### config.mk
export PLATFORM = sky130hd
export DESIGN_NAME = sprite_select_gen
export DESIGN_NICKNAME = d
export VERILOG_FILES = /design/src/rtl/sprite_select_gen.sv
export SDC_FILE = /design/constraint.sdc
export NUM_CORES = 1
export LEC_CHECK = 0
export ABC_AREA = 1
export CAP_MARGIN = 20
export CELL_PAD_IN_SITES_DETAIL_PLACEMENT = 0
export CELL_PAD_IN_SITES_GLOBAL_PLACEMENT = 1
export CORE_ASPECT_RATIO = 2
export CORE_MARGIN = 1.5
export CORE_UTILIZATION = 35
export CTS_BUF_LIST = sky130_fd_sc_hd__clkbuf_16
export DETAILED_ROUTE_END_ITERATION = 10
export HOLD_SLACK_MARGIN = 0.06
export PLACE_DENSITY = 0.74
export SKIP_CTS_REPAIR_TIMING = 1
export SLEW_MARGIN = 25
export SYNTH_ARGS = -nofsm -noshare
export SYNTH_HDL_FRONTEND = slang
export SYNTH_SLANG_ARGS = --single-unit
### constraint.sdc
create_clock -name clk -period 12.15 [get_ports clk]
set_input_delay 2.43 -clock clk [delete_from_list [all_inputs] [get_ports clk]]
set_output_delay 2.43 -clock clk [all_outputs]
set_load 0.005 [all_outputs]
### src/rtl/sprite_select_gen.sv
// rtl/sprite_select_gen.sv - per-pixel sprite hit detection and one-hot select generator
//
// Purpose:
//   Holds 16 sprite descriptors {xpos, act}, runs a pixel counter across each
//   active scan line and, one cycle later, emits a one-hot select of the
//   lowest-index sprite covering the current pixel together with the bit
//   index into that sprite's 32-bit row word.
//
// Optional feature:
//   SPRITE_COLLIDE_EN - when defined, adds the sticky collide output that
//   flags any active pixel covered by two or more sprites on the current line.
//
// Ports:
//   clk         in   clock, all state changes on its rising edge
//   reset_n     in   asynchronous active-low reset
//   wr_en       in   write strobe for one sprite descriptor
//   wr_idx      in   [3:0] descriptor slot to write
//   wr_xpos     in   [9:0] left pixel column of the sprite
//   wr_act      in   sprite enable flag
//   line_start  in   single-cycle pulse that (re)starts a scan line
//   select      out  [15:0] one-hot sprite select, zero when no hit
//   col         out  [4:0] bit index into the selected sprite's row word
//   pix_x       out  [9:0] pixel column aligned with select/col
//   sel_valid   out  high while select/col/pix_x describe an active pixel
//   collide     out  sticky multi-sprite overlap flag (SPRITE_COLLIDE_EN only)

module sprite_select_gen #(
  parameter int H_ACTIVE = 640
) (
  input  logic        clk,
  input  logic        reset_n,
  input  logic        wr_en,
  input  logic [3:0]  wr_idx,
  input  logic [9:0]  wr_xpos,
  input  logic        wr_act,
  input  logic        line_start,
  output logic [15:0] select,
  output logic [4:0]  col,
  output logic [9:0]  pix_x,
`ifdef SPRITE_COLLIDE_EN
  output logic        collide,
`endif
  output logic        sel_valid
);

  localparam logic [9:0] X_LAST = 10'(H_ACTIVE - 1);

  // Descriptor storage
  logic [9:0]  xpos_q [16];
  logic [15:0] act_q;

  // Pixel counter state
  logic [9:0]  x_q;
  logic        active_q;

  // Registered outputs and their next-state values
  logic [15:0] select_q, select_d;
  logic [4:0]  col_q,    col_d;
  logic [9:0]  pix_x_q,  pix_x_d;
  logic        valid_q;

  // Hit evaluation
  logic [15:0] hit;
  logic        found;
  logic [3:0]  win_idx;
  logic        multi_hit;

  // A sprite covers columns xpos..xpos+31. The comparison is done at 11 bits
  // so a sprite near column 1023 is clipped rather than wrapping to column 0.
  always_comb begin
    for (int i = 0; i < 16; i++) begin
      hit[i] = act_q[i]
               && ({1'b0, x_q} >= {1'b0, xpos_q[i]})
               && ({1'b0, x_q} <  ({1'b0, xpos_q[i]} + 11'd32));
    end
  end

  // Lowest index wins.
  always_comb begin
    found   = 1'b0;
    win_idx = 4'd0;
    for (int i = 0; i < 16; i++) begin
      if (hit[i] && !found) begin
        found   = 1'b1;
        win_idx = 4'(i);
      end
    end
  end

  // Clearing the lowest set bit leaves something only if two or more are set.
  assign multi_hit = |(hit & (hit - 16'd1));

  always_comb begin
    select_d = 16'd0;
    col_d    = 5'd0;
    pix_x_d  = 10'd0;
    if (active_q) begin
      pix_x_d = x_q;
      if (found) begin
        select_d = 16'd1 << win_idx;
        // Only the low five bits of the offset matter, so subtract at 5 bits.
        col_d    = x_q[4:0] - xpos_q[win_idx][4:0];
      end
    end
  end

  // Descriptor writes land at the edge, so the hit logic of the current cycle
  // still sees the old descriptor and the new one applies from the next cycle.
  always_ff @(posedge clk or negedge reset_n) begin
    if (!reset_n) begin
      for (int i = 0; i < 16; i++) begin
        xpos_q[i] <= 10'd0;
      end
      act_q <= 16'd0;
    end else if (wr_en) begin
      xpos_q[wr_idx] <= wr_xpos;
      act_q[wr_idx]  <= wr_act;
    end
  end

  // Pixel counter: line_start always restarts at column 0, even mid-line.
  // After the last column the counter holds and active drops.
  always_ff @(posedge clk or negedge reset_n) begin
    if (!reset_n) begin
      x_q      <= 10'd0;
      active_q <= 1'b0;
    end else if (line_start) begin
      x_q      <= 10'd0;
      active_q <= 1'b1;
    end else if (active_q) begin
      if (x_q == X_LAST) begin
        active_q <= 1'b0;
      end else begin
        x_q <= x_q + 10'd1;
      end
    end
  end

  always_ff @(posedge clk or negedge reset_n) begin
    if (!reset_n) begin
      select_q <= 16'd0;
      col_q    <= 5'd0;
      pix_x_q  <= 10'd0;
      valid_q  <= 1'b0;
    end else begin
      select_q <= select_d;
      col_q    <= col_d;
      pix_x_q  <= pix_x_d;
      valid_q  <= active_q;
    end
  end

  assign select    = select_q;
  assign col       = col_q;
  assign pix_x     = pix_x_q;
  assign sel_valid = valid_q;

`ifdef SPRITE_COLLIDE_EN
  logic collide_q;

  // line_start has priority: a collision in the same cycle is dropped.
  always_ff @(posedge clk or negedge reset_n) begin
    if (!reset_n) begin
      collide_q <= 1'b0;
    end else if (line_start) begin
      collide_q <= 1'b0;
    end else if (active_q && multi_hit) begin
      collide_q <= 1'b1;
    end
  end

  assign collide = collide_q;
`else
  logic unused_multi_hit;
  assign unused_multi_hit = multi_hit;
`endif

endmodule
==> reports/metrics.yaml, run 1 <==
powerDensity_nw_per_um2: 148
dr.pass1.iters: 5
cp-start-kind: "flip-flop"
required_ns: 12.62
clkLatencyLatePin_ns: 0.55
netlist_instances: 2132
ys_seq_elements: 219
drtIter0Drc: 843
fillers: 4748
max_freq_ghz: 0.183
synth_cell_types: 58
synthTopCellsByArea: "dfrtp_1 33%, ha_1 20%, nand2_1 10%"
fin_skew_ns: 0.0156
die_area_um2: 48700
root_buffer: "clkbuf_16"
p_int_w: 0.00164
switching_share_pct: 40.1
post_dp_cell_area_um2: 17800
leakage_nw: 9.35
fp-row-count: 112
status: "completed"
tightest_slew_ns: 1.01
syn2layout_area_growth_pct: 12.0
comb_power_share_pct: 37.3
grt_use_total_pct: 22.5
avgRoutedWirePerCell_um: 19.1
critPathMaxStageDelay_ns: 0.41
setup_viol: 0
antenna_cells: 0
crit_fanout: 12
cts_buffer_depth: 3
grt_max_degree: 100
maxSlewHeadroom_pct: 32.8
seqPwrFrac_pct: 36.7
drive_gt1_share_pct: 5.47
vias_per_cell: 5.13
dpl.hpwl_um: 41800
slew_violations: 0
grt_antenna_before_repair: 0
vdd_ir_drop_max_mv: 0.106
port_buffers: 50
h-tree-depth: 1
dieHeight_um: 311
yosysSeqAreaShare_pct: 33.1
worstReg2RegStart: "x_q[0]"
min_period_over_period_pct: 44.9
power_frac_clock_pct: 26.0
hold-path-endpoint: "xpos_q[122]"
rr_worst_depth: 34
r2r_slack_ns: 6.70
postRouteAntennaNets: 0
num_vias: 14500
avgSynthCellArea_um2: 7.77
cts.sinks: 219
nets: 2457
critPathSlowestCell: "dfrtp_1"
cts.clk_slew.worst_paths_ns: 0.07
synth_top_area_share_pct: 33.1
syn-num-nets: 2413
hold_depth: 2
final_hold_viol_count: 0
wl_um: 53800
hold_class: "reg -> reg"
fin_util_pct: 39.8
grt_pass1_vias: 14500
grt_pass1_wl_um: 83200
yosys_warnings: 0
core-area_um2: 46700
cts_tree: "built"
yosys.area.top_type: "dfrtp_1"
setup_tns_ns: 0
switching_power_w: 0.00110
critPathKind: "reg -> reg"
gr-total-overflow: 0
fin_crit_ns: 5.45
holdCritStartpoint: "xpos_q[122]"
r2r-end: "col[4]"
netlist_area_um2: 16600
cpMostUsedCell: "nand2_1"
gp_congestion: 0.918
die_w_um: 157
initial_core_util_pct: 35.5
rsz0062_at_grt: "false"
maxCapViolCount: 0
num_io_pins: 51
critPathCaptureType: "flip-flop"
fin_area_um2: 18600
drc: 0
cts_buffers: 23
crit_arrival_ns: 5.93
## synthesized netlist by cell type (all sizes together)
cell type,count
o2111ai,9
dfrtp,219
nand4,35
o31a,1
inv,297
clkinv,1
o21ai,199
o211ai,1
xnor2,18
a21oi,143
nor2,164
o21bai,12
a31oi,1
or2,2
and2,1
nand3b,3
a22oi,8
clkbuf,46
nor3,24
xor2,33
buf,5
nand3,127
or4,2
o221ai,2
a41oi,1
ha,261
nor2b,1
nor4,5
a21boi,8
nand2,457
and3,5
a21o,6
a211oi,8
o41ai,4
fa,1
o31ai,1
o21a,18
o22ai,3
## critical path, delay by kind of cell, from the launching register on
family                     cells  cell delay, ns
xor gates and xnor gates       1            0.19
DFF                            1            0.41
and+or+nand+nor               21            2.26
adders and majority gates      3            0.81
buffers and inverters          5            0.99
AOI/OAI and AO/OA              4            0.68
## metal layers
layer / routed length (um) / global-route usage (%)
met1: 19700 / 23.2
met2: 29900 / 44.5
met3: 1360 / 1.52
met4: 2850 / 11.1
met5: 0 / 0
## flip-flops by register name, summed over array words and instances (netlist names)
signal	count
select	16
pix_x	10
active_q	1
act_q	16
xpos_q	160
col	5
sel_valid	1
x_q	10
## through the flow
step / total power [W] / instances / setup slack, ns / hold WS [ns]
final: 0.00274 / 2819 / 6.70 / 0.485
after global routing: 0.00294 / 2819 / 6.28 / 0.511
after CTS: 0.00276 / 2818 / 6.71 / 0.489
after detailed placement: 0.00203 / 2777 / 6.73 / 0.473
after global placement: 0.00202 / 2777 / 6.74 / 0.465
after floorplan: 0.00172 / 2132 / 7.55 / 0.399
## layout make-up
type                       count  area, um^2  share of cell area [%]
sequential                   219        5490                    29.6
inverter                     298        1120                    6.04
tap                          627         785                    4.23
clock inverter                18         150                   0.809
clock buffer                  23         576                    3.10
multi-input combinational   1564        9770                    52.6
timing repair buffer          70         676                    3.64
## cells in the final DEF, fill, tap and decap left out, types with 18 or more instances in the layout
master,count
ha_1,261
nor3_1,20
buf_4,19
a21oi_1,141
nand3_1,120
xor2_1,33
xnor2_1,18
clkdlybuf4s50_1,49
o21a_1,18
dfrtp_1,215
clkbuf_16,23
o21ai_0,192
inv_1,287
nand2_1,444
nor2_1,150
nand4_1,32
## worst max-delay path by stage
stage	from	to	slack, ns
after floorplan	x_q[5]	col[4]	7.55
after global placement	x_q[0]	col[4]	6.74
after detailed placement	x_q[0]	col[4]	6.73
after CTS	x_q[0]	col[4]	6.71
after global routing	x_q[0]	col[4]	6.28
final	x_q[0]	col[4]	6.70
## cells by family (layout without fill, tap and decap cells)
kind of cell               count (synthesis)  in the layout  synth area share [%]
adders and majority gates                262            262                  19.8
DFF                                      219            219                  33.1
and+or+nand+nor                          826            826                  22.0
xor gates and xnor gates                  51             51                  2.70
AOI/OAI and AO/OA                        425            425                  14.3
buffers and inverters                    349            409                  8.09
## power groups by stage
stage / registers, W / logic, W / clock network [W]
after global routing: 0.00102 / 0.00117 / 0.000751
final: 0.00101 / 0.00102 / 0.000712
after floorplan: 0.000966 / 0.000753 / 0
after detailed placement: 0.00102 / 0.00102 / 0
after global placement: 0.00102 / 0.00100 / 0
after CTS: 0.00100 / 0.00103 / 0.000728
(Power assumes the default switching activity.)
==> run 2: changes to the inputs <==
clock period = 5.35 ns   (was 12.15 ns; I/O delays follow)
==> run 2 against run 1 <==
Register-to-register slack lost 6.3 ns; hold slack is essentially flat; non-clock buffer count up 31; critical endpoint unchanged.
==> reports/metrics.yaml, run 2 (same netlist as run 1, synthesis figures left out) <==
status: "completed"  # unchanged
worst-path-buf-inv: 7  # was 5
critPathCaptureType: "flip-flop"  # unchanged
placed_cells: 2797  # was 2777
core-area_um2: 46700  # unchanged
drive_gt1_share_pct: 7.32  # was 5.47%
num_vias: 14600  # was 14500
cpMostUsedCell: "nand2_1"  # unchanged
critPathSlowestCell: "dfrtp_1"  # unchanged
syn2layout_area_growth_pct: 14.6  # was 12.0%
die_area_um2: 48700  # unchanged
drc: 0  # unchanged
critPathKind: "reg -> reg"  # unchanged
final_cell_mix: "442 x nand2_1, 284 x inv_1, 261 x ha_1"  # was 444 x nand2_1, 287 x inv_1, 261 x ha_1
cp-start-kind: "flip-flop"  # unchanged
clkLatencyLatePin_ns: 0.56  # was 0.55 ns
dpl.hpwl_um: 43000  # was 41800 um
post_dp_cell_area_um2: 18000  # was 17800 um^2
powerDensity_nw_per_um2: 343  # was 148 nW/um^2
fin_area_um2: 19000  # was 18600 um^2
initial_core_util_pct: 35.5  # unchanged
die_w_um: 157  # unchanged
multi_input_area_um2: 9820  # was 9770 um^2
avgRoutedWirePerCell_um: 19.1  # about the same
cts_buffers: 24  # was 23
port_buffers: 50  # unchanged
grt_max_degree: 94  # was 100
num_io_pins: 51  # unchanged
cpLargestDelayFamily: "simple AND/OR/NAND/NOR gates"  # unchanged
max_freq_ghz: 0.201  # was 0.183 GHz
gp_congestion: 0.953  # was 0.918
regArea_um2: 5490  # about the same
dr.pass1.iters: 5  # unchanged
largest-register: "xpos_q"  # unchanged
final_hold_viol_count: 0  # unchanged
antenna_cells: 0  # unchanged
cts.sinks: 219  # unchanged
wl_um: 54600  # was 53800 um
gr-total-overflow: 0  # unchanged
final_common_cell: "nand2_1"  # unchanged
hold_class: "in -> async"  # was reg -> reg
fp-row-count: 112  # unchanged
h-tree-depth: 1  # unchanged
largest_reg_flops: 160  # unchanged
cts_buffer_depth: 3  # unchanged
maxSlewHeadroom_pct: 36.4  # was 32.8%
tightest_slew_ns: 0.945  # was 1.01 ns
vias_per_cell: 5.12  # was 5.13
required_ns: 5.74  # was 12.62 ns
fin_skew_ns: 0.0171  # was 0.0156 ns
drtIter0Drc: 865  # was 843
nets: 2489  # was 2457
maxCapViolCount: 0  # unchanged
min_period_over_period_pct: 93.1  # was 44.9%
critPathMaxStageDelay_ns: 0.43  # was 0.41 ns
crit_arrival_ns: 5.37  # was 5.93 ns
grt_pass1_wl_um: 84100  # was 83200 um
grt_pass1_vias: 14800  # was 14500
grt_use_total_pct: 22.8  # was 22.5%
postRouteAntennaNets: 0  # unchanged
vdd_ir_drop_max_mv: 0.208  # was 0.106 mV
root_buffer: "clkbuf_16"  # unchanged
cts_tree: "built"  # unchanged
leakage_nw: 9.55  # was 9.35 nW
cts.clk_slew.worst_paths_ns: 0.06  # was 0.07 ns
grt_antenna_before_repair: 0  # unchanged
fin_crit_ns: 4.98  # was 5.45 ns
fillers: 4734  # was 4748
setup_viol: 0  # unchanged
crit_fanout: 13  # was 12
fin_cells: 2853  # was 2819
power.total_w: 0.00652  # was 0.00274 W
slew_violations: 0  # unchanged
dieHeight_um: 311  # unchanged
## run 2: report_power, final
group          total (W)  switching, W  internal [W]
logic            0.00243       0.00150      0.000939
registers        0.00228      0.000310       0.00197
clock network    0.00180      0.000763       0.00104
## run 2: path summary, 6_finish.rpt
path / endpoint / slack, ns / cells past startpoint / from
max: col[4] / 0.37 / 34 / xpos_q[155]
min: xpos_q[37] / 0.49 / 1 / reset_n
max reg2reg: col[4] / 0.37 / 34 / xpos_q[155]
min reg2reg: act_q[1] / 0.49 / 2 / act_q[1]
max in group asynchronous: xpos_q[109] / 3.71 / 2 / reset_n
min in group clk: act_q[1] / 0.49 / 2 / act_q[1]
## run 2: metrics by stage
stage	utilization [%]	hold slack (ns)	setup TNS [ns]	setup WS, ns
after detailed placement	38.6	0.472	0	0.294
after CTS	40.4	0.488	0	0.257
after floorplan	-	0.399	0	0.754
after global placement	38.6	0.465	0	0.310
final	40.7	0.485	0	0.370
after global routing	40.7	0.511	-0.0490	-0.0490
## run 2: worst reg2reg max path, delay by kind of cell, from the launching register on
| kind | cells | cell delay [ns] |
|---|---|---|
| flops | 1 | 0.43 |
| compound gates | 1 | 0.05 |
| fa+ha+maj | 4 | 1.09 |
| simple gates | 21 | 2.64 |
| xor+xnor | 1 | 0.15 |
| buf+inv | 7 | 0.42 |
## run 2: layout make-up
type | instances | share of cell area (%)
repair buffers | 101 | 4.94
clock inverters | 19 | 1.07
clock buffers | 25 | 3.30
well taps | 627 | 4.13
flip-flops and latches | 219 | 28.9
inverters | 298 | 5.93
multi-input cells | 1564 | 51.7
## run 2: metal layers
metal  up-vias  global-route usage (%)  routed length [um]
li1       7252                       -                   -
met1      6921                    23.6               20000
met2       294                    43.5               29500
met3       142                    1.88                1430
met4         0                    13.5                3600
met5         -                       0                   0
==> run 3: changes to the inputs <==
clock period = 5.92 ns   (was 5.35 ns; I/O delays follow)
==> run 3 against run 2 <==
Combinational power shrank 13%; clock power shrank 5%; sequential power shrank 9.6%; largest cell class unchanged.
==> reports/metrics.yaml, run 3 (same netlist as run 1, synthesis figures left out) <==
status: "completed"  # unchanged
leakage_nw: 9.50  # was 9.55 nW
num_io_pins: 51  # unchanged
fillers: 4750  # was 4734
grt_pass1_wl_um: 85300  # was 84100 um
dieHeight_um: 311  # unchanged
powerDensity_nw_per_um2: 312  # was 343 nW/um^2
hold_depth: 2
slew_violations: 0  # unchanged
grt_antenna_before_repair: 0  # unchanged
die_w_um: 157  # unchanged
cts.clk_slew.worst_paths_ns: 0.07  # was 0.06 ns
grt_pass1_vias: 14700  # was 14800
setup_viol: 0  # unchanged
setup_tns_ns: 0  # unchanged
nets: 2472  # was 2489
fin_skew_ns: 0.0145  # was 0.0171 ns
cp.depth: 33  # was 34
gr-total-overflow: 0  # unchanged
largest_reg_flops: 160  # unchanged
rsz0062_at_grt: "false"
cts_tree: "built"  # unchanged
r2r_slack_ns: 0.60  # was 0.37 ns
critPathSlowestCell: "dfrtp_2"  # was dfrtp_1
root_buffer: "clkbuf_16"  # unchanged
dpl.hpwl_um: 43400  # was 43000 um
fin_crit_ns: 5.32  # was 4.98 ns
rr_worst_depth: 33  # was 34
avgRoutedWirePerCell_um: 19.6  # was 19.1 um
crit_path_end: "col[4]"  # unchanged
cts_buffers: 24  # unchanged
worst-path-buf-inv: 7  # unchanged
tightest_slew_ns: 0.928  # was 0.945 ns
final_cell_mix: "444 x nand2_1, 286 x inv_1, 261 x ha_1"  # was 442 x nand2_1, 284 x inv_1, 261 x ha_1
cpMostUsedCell: "nand2_1"  # unchanged
postRouteAntennaNets: 0  # unchanged
critPathMaxStageDelay_ns: 0.58  # was 0.43 ns
clkLatencyLatePin_ns: 0.56  # about the same
worst_slack_ns: 0.599  # was 0.370 ns
cp-start-kind: "flip-flop"  # unchanged
cts.sinks: 219  # unchanged
r2r-end: "col[4]"  # unchanged
cpLargestDelayFamily: "simple AND/OR/NAND/NOR gates"  # unchanged
port_buffers: 50  # unchanged
antenna_cells: 0  # unchanged
crit_fanout: 15  # was 13
vias_per_cell: 5.13  # was 5.12
final_hold_viol_count: 0  # unchanged
drc: 0  # unchanged
critPathCaptureType: "flip-flop"  # unchanged
cts_buffer_depth: 3  # unchanged
worstReg2RegStart: "x_q[5]"  # was xpos_q[155]
vdd_ir_drop_max_mv: 0.206  # was 0.208 mV
num_vias: 14500  # was 14600
grt_max_degree: 115  # was 94
maxCapViolCount: 0  # unchanged
drive_gt1_share_pct: 6.16  # was 7.32%
power.total_w: 0.00588  # was 0.00652 W
maxSlewHeadroom_pct: 38.2  # was 36.4%
hold_class: "reg -> reg"  # was in -> async
min_period_over_period_pct: 89.9  # was 93.1%
grt_use_total_pct: 23.3  # was 22.8%
crit_arrival_ns: 5.72  # was 5.37 ns
initial_core_util_pct: 35.5  # unchanged
largest-register: "xpos_q"  # unchanged
die_area_um2: 48700  # unchanged
wl_um: 55500  # was 54600 um
fp-row-count: 112  # unchanged
dr.pass1.iters: 5  # unchanged
h-tree-depth: 1  # unchanged
syn2layout_area_growth_pct: 13.8  # was 14.6%
cp-startpoint: "x_q[5]"  # was xpos_q[155]
holdCritStartpoint: "xpos_q[123]"
critPathKind: "reg -> reg"  # unchanged
gp_congestion: 0.935  # was 0.953
required_ns: 6.32  # was 5.74 ns
final_common_cell: "nand2_1"  # unchanged
core-area_um2: 46700  # unchanged
max_freq_ghz: 0.188  # was 0.201 GHz
dp_slack_ns: 0.644  # was 0.294 ns
drtIter0Drc: 697  # was 865
==> run 3: cell count changes in the layout (fill, tap and decap cells not counted), moves of 2 or more <==
cell / change
clkinv_4: -2
nand2_1: +2
bufinv_16: +2
nor2_1: +2
nor2_2: -2
buf_4: -18
clkinvlp_4: -2
dfrtp_2: -2
inv_4: -2
dfrtp_1: +2
inv_1: +2
==> run 3: per-layer routing <==
metal	wire (um)	track usage (%)	part of all wire [%]
met1	19900	23.6	36
met2	30600	45.0	55
met3	1460	1.94	2.6
met4	3510	13.6	6.3
met5	0	0	0
==> run 3: metrics by stage <==
stage | std cells | util [%] | hold WS, ns | cell area, um^2
after global placement | 2792 | 38.5 | 0.466 | 18000
after floorplan | 2132 | - | 0.399 | 16600
after detailed placement | 2792 | 38.5 | 0.470 | 18000
after CTS | 2836 | 40.4 | 0.485 | 18900
after global routing | 2836 | 40.4 | 0.501 | 18900
final | 2836 | 40.4 | 0.485 | 18900
==> run 3: area by class of cell <==
cell class	instances	area, um^2	share of cell area, %
multi-input combinational	1564	9770	51.8
sequential	219	5490	29.1
inverter	298	1120	5.95
timing repair buffer	84	823	4.37
tap	627	785	4.16
clock buffer	25	626	3.32
clock inverter	19	246	1.31
==> run 3: worst min path at each step <==
stage / end / slack (ns)
floorplan: sel_valid / 0.40
global placement: xpos_q[122] / 0.47
detailed placement: act_q[1] / 0.47
CTS: act_q[1] / 0.49
global route: xpos_q[151] / 0.50
finish: xpos_q[123] / 0.48
==> run 3: worst reg2reg max path: cells and delay by family (launching register included) <==
kind | cells | cell delay [ns]
fa+ha+maj | 3 | 0.85
compound gates | 6 | 0.93
buf+inv | 7 | 0.77
simple gates | 16 | 1.88
xor+xnor | 1 | 0.18
flops | 1 | 0.58
==> run 3: power by group <==
| group | total (W) | internal, W | switching (W) | leakage [nW] |
|---|---|---|---|---|
| combinational | 0.00211 | 0.000793 | 0.00132 | 6.32 |
| sequential | 0.00206 | 0.00178 | 0.000281 | 2.75 |
| clock | 0.00171 | 0.00103 | 0.000678 | 0.436 |
| total | 0.00588 | 0.00360 | 0.00228 | 9.50 |
